File: config.mk
export PLATFORM = sky130hd
export DESIGN_NAME = app_mul_sequencer_flat
export DESIGN_NICKNAME = d
export VERILOG_FILES = /design/src/rtl/app_mul_sequencer_if.sv /design/src/rtl/app_mul_sequencer.sv /design/src/flat_wrapper.sv
export SDC_FILE = /design/constraint.sdc
export NUM_CORES = 2
export LEC_CHECK = 0
export BUFFER_PORTS_ARGS = -buffer_cell sky130_fd_sc_hd__buf_2
export CAP_MARGIN = 10
export CORE_AREA = 3 3 451 453
export DETAILED_ROUTE_END_ITERATION = 12
export DIE_AREA = 0 0 454 456
export SLEW_MARGIN = 20
export SYNTH_ARGS = -nofsm -noshare
export SYNTH_HDL_FRONTEND = slang
export SYNTH_SLANG_ARGS = --single-unit
File: constraint.sdc
create_clock -name clk -period 55.1 [get_ports clk]
set_input_delay 2.755 -clock clk [delete_from_list [all_inputs] [get_ports clk]]
set_output_delay 2.755 -clock clk [all_outputs]
set_load 0.01 [all_outputs]
File: src/rtl/app_mul_sequencer_if.sv
// Request, shared-multiplier and result bundle for the vector multiply sequencer.
// The master side is the environment; the slave side is the sequencer.
interface app_mul_sequencer_if #(
  parameter int unsigned NUM_LANES = 16
);
  logic                      start_valid;
  logic                      start_ready;
  logic                      op_signed;
  logic [NUM_LANES-1:0]      op_mask;
  logic [NUM_LANES*16-1:0]   op_multiplicant;
  logic [NUM_LANES*16-1:0]   op_multiplier;

  logic                      mul_sign;
  logic [15:0]               mul_multiplicant;
  logic [15:0]               mul_multiplier;
  logic [31:0]               mul_product;

  logic                      result_valid;
  logic                      result_ready;
  logic [NUM_LANES*32-1:0]   result_product;

  logic                      flush;
  logic [31:0]               ops_completed;

  modport master (
    output start_valid, op_signed, op_mask, op_multiplicant, op_multiplier,
    output mul_product, result_ready, flush,
    input  start_ready, mul_sign, mul_multiplicant, mul_multiplier,
    input  result_valid, result_product, ops_completed
  );

  modport slave (
    input  start_valid, op_signed, op_mask, op_multiplicant, op_multiplier,
    input  mul_product, result_ready, flush,
    output start_ready, mul_sign, mul_multiplicant, mul_multiplier,
    output result_valid, result_product, ops_completed
  );
endinterface

File: src/rtl/app_mul_sequencer.sv
// Serialises a masked 16-bit vector multiply onto one shared scalar multiplier,
// one enabled lane per cycle, and holds the product vector until consumed.
module app_mul_sequencer #(
  parameter int unsigned NUM_LANES = 16
) (
  input  logic                clk,
  input  logic                reset,
  app_mul_sequencer_if.slave  bus
);

  localparam int unsigned LANE_W = 16;
  localparam int unsigned PROD_W = 32;
  localparam int unsigned PTR_W  = (NUM_LANES > 1) ? $clog2(NUM_LANES) : 1;

  typedef enum logic [1:0] {IDLE, BUSY, DONE} state_t;

  state_t                      state_q, state_d;
  logic [PTR_W-1:0]            ptr_q, ptr_d;

  logic                        signed_q;
  logic [NUM_LANES-1:0]        mask_q;
  logic [NUM_LANES*LANE_W-1:0] mcand_q;
  logic [NUM_LANES*LANE_W-1:0] mplier_q;
  logic [NUM_LANES*PROD_W-1:0] result_q;
  logic [31:0]                 ops_q;

  logic                        start_ready_q, start_ready_d;
  logic                        result_valid_q, result_valid_d;
  logic                        mul_sign_q, mul_sign_d;
  logic [LANE_W-1:0]           mul_mcand_q, mul_mcand_d;
  logic [LANE_W-1:0]           mul_mplier_q, mul_mplier_d;

  logic                        accept;
  logic                        handshake;
  logic [PTR_W:0]              first_hit;
  logic [PTR_W:0]              next_hit;

  // Lowest set mask bit at index >= from; MSB of the result flags "found".
  function automatic logic [PTR_W:0] first_set(input logic [NUM_LANES-1:0] mask,
                                               input int from);
    logic [PTR_W:0] r;
    r = '0;
    for (int i = int'(NUM_LANES) - 1; i >= 0; i--) begin
      if (mask[i] && (i >= from)) r = {1'b1, PTR_W'(i)};
    end
    return r;
  endfunction

  assign accept    = (state_q == IDLE) && bus.start_valid && !bus.flush;
  assign handshake = (state_q == DONE) && bus.result_ready && !bus.flush;
  assign first_hit = first_set(bus.op_mask, 0);
  assign next_hit  = first_set(mask_q, int'(ptr_q) + 1);

  // State register
  always_ff @(posedge clk or posedge reset) begin
    if (reset) begin
      state_q <= IDLE;
      ptr_q   <= '0;
    end else begin
      state_q <= state_d;
      ptr_q   <= ptr_d;
    end
  end

  // Next-state logic; flush overrides every transition
  always_comb begin
    state_d = state_q;
    ptr_d   = ptr_q;
    if (bus.flush) begin
      state_d = IDLE;
      ptr_d   = '0;
    end else begin
      unique case (state_q)
        IDLE: begin
          if (bus.start_valid) begin
            if (first_hit[PTR_W]) begin
              state_d = BUSY;
              ptr_d   = first_hit[PTR_W-1:0];
            end else begin
              state_d = DONE;
              ptr_d   = '0;
            end
          end
        end
        BUSY: begin
          if (next_hit[PTR_W]) begin
            ptr_d = next_hit[PTR_W-1:0];
          end else begin
            state_d = DONE;
          end
        end
        DONE: begin
          if (bus.result_ready) state_d = IDLE;
        end
        default: begin
          state_d = IDLE;
          ptr_d   = '0;
        end
      endcase
    end
  end

  // Next values of the registered outputs; operands come from the request
  // itself on the accepting edge because the latches are not loaded yet.
  always_comb begin
    start_ready_d  = (state_d == IDLE);
    result_valid_d = (state_d == DONE);
    mul_sign_d     = 1'b0;
    mul_mcand_d    = '0;
    mul_mplier_d   = '0;
    if (state_d == BUSY) begin
      if (state_q == IDLE) begin
        mul_sign_d   = bus.op_signed;
        mul_mcand_d  = bus.op_multiplicant[ptr_d*LANE_W +: LANE_W];
        mul_mplier_d = bus.op_multiplier[ptr_d*LANE_W +: LANE_W];
      end else begin
        mul_sign_d   = signed_q;
        mul_mcand_d  = mcand_q[ptr_d*LANE_W +: LANE_W];
        mul_mplier_d = mplier_q[ptr_d*LANE_W +: LANE_W];
      end
    end
  end

  // Output registers
  always_ff @(posedge clk or posedge reset) begin
    if (reset) begin
      start_ready_q  <= 1'b1;
      result_valid_q <= 1'b0;
      mul_sign_q     <= 1'b0;
      mul_mcand_q    <= '0;
      mul_mplier_q   <= '0;
    end else begin
      start_ready_q  <= start_ready_d;
      result_valid_q <= result_valid_d;
      mul_sign_q     <= mul_sign_d;
      mul_mcand_q    <= mul_mcand_d;
      mul_mplier_q   <= mul_mplier_d;
    end
  end

  // Request latches, per-lane product capture and completion counter
  always_ff @(posedge clk or posedge reset) begin
    if (reset) begin
      signed_q <= 1'b0;
      mask_q   <= '0;
      mcand_q  <= '0;
      mplier_q <= '0;
      result_q <= '0;
      ops_q    <= '0;
    end else begin
      if (accept) begin
        signed_q <= bus.op_signed;
        mask_q   <= bus.op_mask;
        mcand_q  <= bus.op_multiplicant;
        mplier_q <= bus.op_multiplier;
        result_q <= '0;
      end else if ((state_q == BUSY) && !bus.flush) begin
        result_q[ptr_q*PROD_W +: PROD_W] <= bus.mul_product;
      end
      if (handshake) ops_q <= ops_q + 32'd1;
    end
  end

  assign bus.start_ready      = start_ready_q;
  assign bus.result_valid     = result_valid_q;
  assign bus.result_product   = result_q;
  assign bus.mul_sign         = mul_sign_q;
  assign bus.mul_multiplicant = mul_mcand_q;
  assign bus.mul_multiplier   = mul_mplier_q;
  assign bus.ops_completed    = ops_q;

endmodule

File: src/flat_wrapper.sv
// flat-port wrapper written by rule: the top's interface ports become plain ports
module app_mul_sequencer_flat 
#(
  parameter int unsigned NUM_LANES = 16
)
  (clk, reset, bus_start_valid, bus_op_signed, bus_op_mask, bus_op_multiplicant, bus_op_multiplier, bus_mul_product, bus_result_ready, bus_flush, bus_start_ready, bus_mul_sign, bus_mul_multiplicant, bus_mul_multiplier, bus_result_valid, bus_result_product, bus_ops_completed);
  app_mul_sequencer_if #(.NUM_LANES(NUM_LANES)) bus_i ();
  input  logic clk;
  input  logic reset;
  input wire logic [$bits(bus_i.start_valid)-1:0] bus_start_valid;
  input wire logic [$bits(bus_i.op_signed)-1:0] bus_op_signed;
  input wire logic [$bits(bus_i.op_mask)-1:0] bus_op_mask;
  input wire logic [$bits(bus_i.op_multiplicant)-1:0] bus_op_multiplicant;
  input wire logic [$bits(bus_i.op_multiplier)-1:0] bus_op_multiplier;
  input wire logic [$bits(bus_i.mul_product)-1:0] bus_mul_product;
  input wire logic [$bits(bus_i.result_ready)-1:0] bus_result_ready;
  input wire logic [$bits(bus_i.flush)-1:0] bus_flush;
  output wire logic [$bits(bus_i.start_ready)-1:0] bus_start_ready;
  output wire logic [$bits(bus_i.mul_sign)-1:0] bus_mul_sign;
  output wire logic [$bits(bus_i.mul_multiplicant)-1:0] bus_mul_multiplicant;
  output wire logic [$bits(bus_i.mul_multiplier)-1:0] bus_mul_multiplier;
  output wire logic [$bits(bus_i.result_valid)-1:0] bus_result_valid;
  output wire logic [$bits(bus_i.result_product)-1:0] bus_result_product;
  output wire logic [$bits(bus_i.ops_completed)-1:0] bus_ops_completed;
  assign bus_i.start_valid = bus_start_valid;
  assign bus_i.op_signed = bus_op_signed;
  assign bus_i.op_mask = bus_op_mask;
  assign bus_i.op_multiplicant = bus_op_multiplicant;
  assign bus_i.op_multiplier = bus_op_multiplier;
  assign bus_i.mul_product = bus_mul_product;
  assign bus_i.result_ready = bus_result_ready;
  assign bus_i.flush = bus_flush;
  assign bus_start_ready = bus_i.start_ready;
  assign bus_mul_sign = bus_i.mul_sign;
  assign bus_mul_multiplicant = bus_i.mul_multiplicant;
  assign bus_mul_multiplier = bus_i.mul_multiplier;
  assign bus_result_valid = bus_i.result_valid;
  assign bus_result_product = bus_i.result_product;
  assign bus_ops_completed = bus_i.ops_completed;
  app_mul_sequencer #(.NUM_LANES(NUM_LANES)) u_core (.clk(clk), .reset(reset), .bus(bus_i));
endmodule
# ---- After elaboration in Yosys (flattened, before gate mapping)
# Cells that the tools add are included.
dict set report word_totals {
  reg_bits 1114
  latch_bits 0
  mem_bits_rw 0
  mem_bits_ro 0
  out_inout_bits 579
  elab_cells 119
  n_memories 0
}
dict set report classes {
  n_addsub 3
  multipliers 0
  n_div 0
  n_lt_le_gt_ge 16
  n_eq_ne 4
  shifts 6
  n_mux 52
  bitwise 0
  n_reduce_logical 25
}
# operator n
set op_table {}
lappend op_table {{512-bit 2-to-1 mux} 2}
lappend op_table {{256-bit by 9-bit indexed part select with 16-bit output} 4}
lappend op_table {{512-bit bitwise mux} 1}
lappend op_table {{32-bit by 34-bit variable shift with 512-bit output, first input constant} 1}
lappend op_table {{32-bit by 34-bit indexed part select with 512-bit output} 1}
lappend op_table {{5-bit by 32-bit greater-or-equal comparator with 1-bit output, first input constant} 8}
lappend op_table {{5-bit 2-to-1 mux} 32}
lappend op_table {{4-bit by 32-bit greater-or-equal comparator with 1-bit output, first input constant} 4}
lappend op_table {{3-bit by 32-bit greater-or-equal comparator with 1-bit output, first input constant} 2}
lappend op_table {{16-bit 2-to-1 mux} 4}
lappend op_table {{9-bit negation with 34-bit output} 1}
lappend op_table {{32-bit by 1-bit adder with 32-bit output, second input constant} 1}
lappend op_table {{1-bit by 32-bit greater-or-equal comparator with 1-bit output, first input constant} 1}
lappend op_table {{2-bit by 32-bit greater-or-equal comparator with 1-bit output, first input constant} 1}
lappend op_table {{1-bit logical AND} 21}
lappend op_table {{4-bit 2-to-1 mux} 4}
lappend op_table {{4-bit case mux with 3 select lines} 1}
lappend op_table {{2-bit 2-to-1 mux} 5}
lappend op_table {{2-bit case mux with 3 select lines} 1}
lappend op_table {{4-bit by 1-bit adder with 5-bit output, second input constant} 1}
lappend op_table {{2-bit by 1-bit equality test with 1-bit output, second input constant} 2}
lappend op_table {{2-bit equality test, second input constant} 2}
lappend op_table {{2-bit zero test} 2}
lappend op_table {{1-bit 2-to-1 mux} 2}
lappend op_table {{2 further kinds} 2}

# ---- Logic depth before layout (Yosys ltp)
dict set report logic_depth {
  depth_word 25
  mapped_depth 20
}

# ---- Least setup slack after synthesis
# Ideal clock, no wire load.
dict set report synth_timing {
  kind {input port to flip-flop}
  start {input port bus_op_mask[8]}
  end {register u_core.mul_mplier_q[12] (netlist: u_core.bus.mul_multiplier[12])}
  setup_ns 0.096
  arrival_time_ns 5.344
  setup_slack_ns 49.660
  cell_stages 14
  path_buffers 2
  path_cell_list {or4_1 > nor2b_1 > a311oi_1 > o311a_1 > a311oi_1 > o22a_1 > buf_6 > inv_8 > buf_4 > mux2i_1 > a32o_1 > a221oi_1 > o22ai_1 > nor4_2}
}
dict set report synth_via {
  elab_chain_cells 16
}
# element line
set synth_rtl {}
lappend synth_rtl {{start: declaration} flat_wrapper.sv:12} ;# input wire logic [$bits(bus_i.op_mask)-1:0] bus_op_mask;
lappend synth_rtl {{5-bit 2-to-1 mux * (9 in a row)} app_mul_sequencer.sv:44} ;# if (mask[i] && (i >= from)) r = {1'b1, PTR_W'(i)};
lappend synth_rtl {{4-bit 2-to-1 mux} app_mul_sequencer.sv:76} ;# if (first_hit[PTR_W]) begin
lappend synth_rtl {{4-bit 2-to-1 mux} app_mul_sequencer.sv:75} ;# if (bus.start_valid) begin
lappend synth_rtl {{4-bit case mux with 3 select lines} app_mul_sequencer.sv:73} ;# unique case (state_q)
lappend synth_rtl {{4-bit 2-to-1 mux} app_mul_sequencer.sv:69} ;# if (bus.flush) begin
lappend synth_rtl {{256-bit by 9-bit indexed part select with 16-bit output (on tied branches)} {app_mul_sequencer.sv:119, app_mul_sequencer.sv:115}}
lappend synth_rtl {{16-bit 2-to-1 mux} app_mul_sequencer.sv:112} ;# if (state_q == IDLE) begin
lappend synth_rtl {{16-bit 2-to-1 mux *} app_mul_sequencer.sv:111} ;# if (state_d == BUSY) begin
lappend synth_rtl {{net u_core.mul_mplier_d[12]} app_mul_sequencer.sv:31} ;# logic [LANE_W-1:0] mul_mplier_q, mul_mplier_d;
lappend synth_rtl {{end signal: assignment} app_mul_sequencer.sv:137} ;# mul_mplier_q <= mul_mplier_d;
lappend synth_rtl {{end: declaration} app_mul_sequencer.sv:31}
# The timed path passes the listed nets; every way through them passes the cells marked *.
# A chain may end at the register's enable or synchronous reset.

# ---- Worst setup path in the final report
dict set report layout_timing {
  start {input port bus_op_mask[8]}
  end {register u_core.mul_mcand_q[8] (netlist: u_core.bus.mul_multiplicant[8])}
}
dict set report layout_via {
  elab_chain_cells 16
}
# element line
set layout_rtl {}
lappend layout_rtl {{5-bit 2-to-1 mux * (9 in a row)} app_mul_sequencer.sv:44}
lappend layout_rtl {{4-bit 2-to-1 mux} app_mul_sequencer.sv:76}
lappend layout_rtl {{4-bit 2-to-1 mux} app_mul_sequencer.sv:75}
lappend layout_rtl {{4-bit case mux with 3 select lines} app_mul_sequencer.sv:73}
lappend layout_rtl {{4-bit 2-to-1 mux} app_mul_sequencer.sv:69}
lappend layout_rtl {{256-bit by 9-bit indexed part select with 16-bit output (on tied branches)} {app_mul_sequencer.sv:118, app_mul_sequencer.sv:114}}
lappend layout_rtl {{16-bit 2-to-1 mux} app_mul_sequencer.sv:112}
lappend layout_rtl {{16-bit 2-to-1 mux *} app_mul_sequencer.sv:111}
lappend layout_rtl {{net u_core.mul_mcand_d[8]} app_mul_sequencer.sv:30} ;# logic [LANE_W-1:0] mul_mcand_q, mul_mcand_d;
lappend layout_rtl {{end signal: assignment} app_mul_sequencer.sv:136} ;# mul_mcand_q <= mul_mcand_d;
lappend layout_rtl {{end: declaration} app_mul_sequencer.sv:30}
# Marks and branches as above.

==> summary.md <==
| Metric | Value |
|---|---|
| Total iterations of the first detailed-routing run | `6` |
| Post-CTS setup buffers | `0` |
| Post-synth top area share | `54.1%` |
| Area growth syn-to-layout | `25.0%` |
| Clk sink count | `between 1,000 and 1,500` |
| Placed insts | `9,074` |
| Drt drc | `0` |
| Final setup violation count | `0` |
| Non-Filler Instances | `9,383` |
| Fin crit share | `13.6%` |
| WL/cell | `24.4 microns` |
| Die ar. | `between 200,000 and 250,000 sq um` |
| CP max FO | `227` |
| Critical path arrival | `8.16 ns` |
| RSZ-0062 raised after global routing | `false` |
| Hold_ws | `0.471 ns` |
| Global route total overflow | `0` |
| Syn_nets | `roughly 6,200` |
| Flops & latches, synth | `1,114` |
| Htree depth | `4` |
| Num rows | `164` |
| Design area | `around 64,000 sq um` |
| Setup TNS | `0 ns` |
| FF/Latch Area | `27,900 sq um` |
| Util after Layout | `32.2%` |
| Overall die height | `456 microns` |
| Asr flop ratio synth | `100%` |
| Clock buffer count from CTS | `134` |
| PD cells | `34.6 nW/um^2` |
| TritonCTS clock tree | `yes` |
| Initial core utilization | `between 20% and 30%` |
| Initial antenna violation count | `83` |
| Register clock-pin slew on the reported worst setup and hold paths | `0.06 ns` |
| Slew @ Worst Pin | `approximately 1.2 ns` |
| CP required | `around 56 ns` |
| DRT iter0 DRCs | `around 4,400` |
| Outcome | `finished, final reports clean` |
| Final Max Slew Viols | `0` |
| IO Port Bufs | `1,144` |
| Die outline width | `454 microns` |
| Critical path class | `in2reg` |
| Tmin final | `7.47 ns` |
| Largest net degree at the start of global routing | `between 200 and 250` |
| Placer Congestion | `roughly 0.92` |
| R2R setup slack | `47.81 ns` |
| Drt total wl | `229,000 microns` |
| Antenna viol nets, final | `0` |
| Max_slew headroom | `20.1%` |
| # resized after CTS | `0` |
| Vias in the first global route | `46,100` |
| Cell variety after synth | `77` |
| Lkg Pwr | `between 30 and 40 nW` |
| Hold buffers post-CTS | `0` |
| First-pass GRT wire length | `between 300,000 and 400,000 microns` |
| Highest ir drop seen on vdd | `0.0294 mV` |
| Synth top area cells | `dfrtp_1, nand2_1, mux2i_1, a22o_1, clkbuf_1` |
| Max Clk Rate | `0.134 GHz` |
| Core Box Area | `200,000 sq um` |
| # Max-Cap Violations | `0` |
| Post-synth EDFFs | `0` |
| Clk_lat worst skew | `0.81 ns` |
| Filler instances | `20,700` |
| CTS root buf | `clkbuf_16` |
| Global Route Usage Sum | `21.3%` |
| Num ports | `1,145` |
| Startpoint Class | `input pin` |
| Layout cells sized above 1 | `23.3%` |
| Post-synth design cell area | `between 50,000 and 60,000 sq um` |
| Syn avg cell area | `9.07 sq um` |
| HP Class | `reg2reg` |
| Synth area leader | `dfrtp_1` |
| Primary FF master, synth | `dfrtp_1` |
| Nets | `7,129` |
| Seq/Total Area, Yosys | `a little over half` |
| Clock Path Buffers | `3` |
| Dpl hpwl | `162,000 microns` |
| Via count | `46,900` |
| DP Area | `59,400 sq um` |
| Yosys warnings | `0` |
| Worst Setup End Kind | `flop` |
| Via/cell ratio | `5.00` |
| Syn Inst Count | `5,672` |
| Multi-input combinational cell area | `21,700 sq um` |
| Clock Skew | `0.0458 ns` |
| Final-report hold violation count | `0` |
worst max-delay path: stages:
cell	delay (ns)
buf_2	0.14
or4_1	0.55
nor2b_1	0.26
a311oi_1	0.13
o311a_1	0.19
a311oi_1	0.32
o22a_4	0.58
clkinv_16	0.56
buf_4	0.72
buf_4	0.58
mux2i_1	0.24
a221oi_2	0.32
o22ai_1	0.21
nor4_1	0.39
cell usage after synthesis (6+ instances only):
cell type	count
nand2_1	2498
dfrtp_1	1113
clkbuf_1	326
a22o_1	320
mux2i_1	281
nand3_1	238
o21ai_0	144
a21oi_1	87
a32o_1	61
buf_1	56
buf_2	46
nor2_1	46
a221oi_2	37
o211ai_1	36
o22ai_1	36
a31oi_1	32
nor4_1	32
xnor2_1	25
a221oi_1	24
buf_4	21
buf_6	19
inv_1	17
nor3_1	15
and3_1	13
nand4_1	12
nand2b_1	9
xor2_1	9
ha_1	8
o31ai_1	7
a21o_1	6
and2_1	6
nor2b_1	6
or2_2	6
final cells by class:
class	count	share of cell area (%)
inverters	21	0.183
clock buffers	181	6.00
well taps	2656	5.17
repair buffers	1216	9.93
flip-flops and latches	1114	43.3
clock inverters	61	1.33
diodes	66	0.257
multi-input cells	4068	33.8
path summary, 6_finish.rpt:
kind / from / end / cells after the start
max reg2reg: u_core.ptr_q[0]$_DFF_PP0_ / u_core.bus.mul_multiplicant[8]$_DFF_PP0_ / 14
max in group asynchronous: reset / u_core.bus.result_product[10]$_DFFE_PP0P_ / 6
min: u_core.mplier_q[207]$_DFFE_PP0P_ / u_core.mplier_q[207]$_DFFE_PP0P_ / 2
max: bus_op_mask[8] / u_core.bus.mul_multiplicant[8]$_DFF_PP0_ / 14
min in group asynchronous: reset / u_core.bus.result_product[511]$_DFFE_PP0P_ / 2
min reg2reg: u_core.mplier_q[207]$_DFFE_PP0P_ / u_core.mplier_q[207]$_DFFE_PP0P_ / 2
per-layer routing:
metal  track usage, %  routed length (microns)
met4             13.6                    15100
met1             23.7                    82500
met3             4.57                    16100
met5                0                      207
met2             36.7                   115000
state kept, by name (all words and copies together), names as in the netlist, 4 cells and up:
name,count
u_core.mplier_q,256
u_core.bus.result_product,512
u_core.bus.mul_multiplicant,16
u_core.bus.ops_completed,32
u_core.bus.mul_multiplier,16
u_core.mask_q,16
u_core.mcand_q,256
u_core.ptr_q,4
power by group:
group	internal (mW)	total (mW)	switching (mW)
logic	0.115	0.346	0.231
registers	0.892	0.937	0.0451
clock network	0.551	0.943	0.392
total	1.56	2.23	0.668
cells by family after synthesis:
| group | Yosys count | synth area share (%) |
|---|---|---|
| DFF | 1114 | 54.2 |
| muxes | 286 | 5.66 |
| buffers and inverters | 490 | 4.16 |
| xor gates and xnor gates | 34 | 0.579 |
| and+or+nand+nor | 2901 | 22.4 |
| adders and majority gates | 8 | 0.195 |
| AOI/OAI and AO/OA | 839 | 12.8 |
metrics by stage:
stage                     worst slack, ns  power [mW]
after floorplan                     20.98        1.17
after global placement              46.95        1.29
after detailed placement            46.82        1.30
after CTS                           47.66        2.25
after global routing                47.19        2.32
final                               47.63        2.23
placed cells by master (no fill, tap or decap), drive strengths merged, types with 5 or more instances in the layout:
master,instances
bufinv,11
o21ai,146
nor2,46
dfrtp,1113
a311oi,5
inv,25
a32o,61
a21oi,87
mux2i,281
nor3,15
clkinvlp,7
nand2b,9
nand2,2498
a211oi,6
buf,1216
xnor2,25
nor4,35
a21o,6
ha,8
diode,66
nand4,12
xor2,9
clkbuf,181
o22ai,36
o31ai,8
clkinv,39
a21boi,5
a31oi,32
nand3,238
a221oi,61
and2,7
and3,13
or2,6
nor2b,6
o211ai,36
a22o,320
No activity file was read; power rests on OpenSTA's default activity.
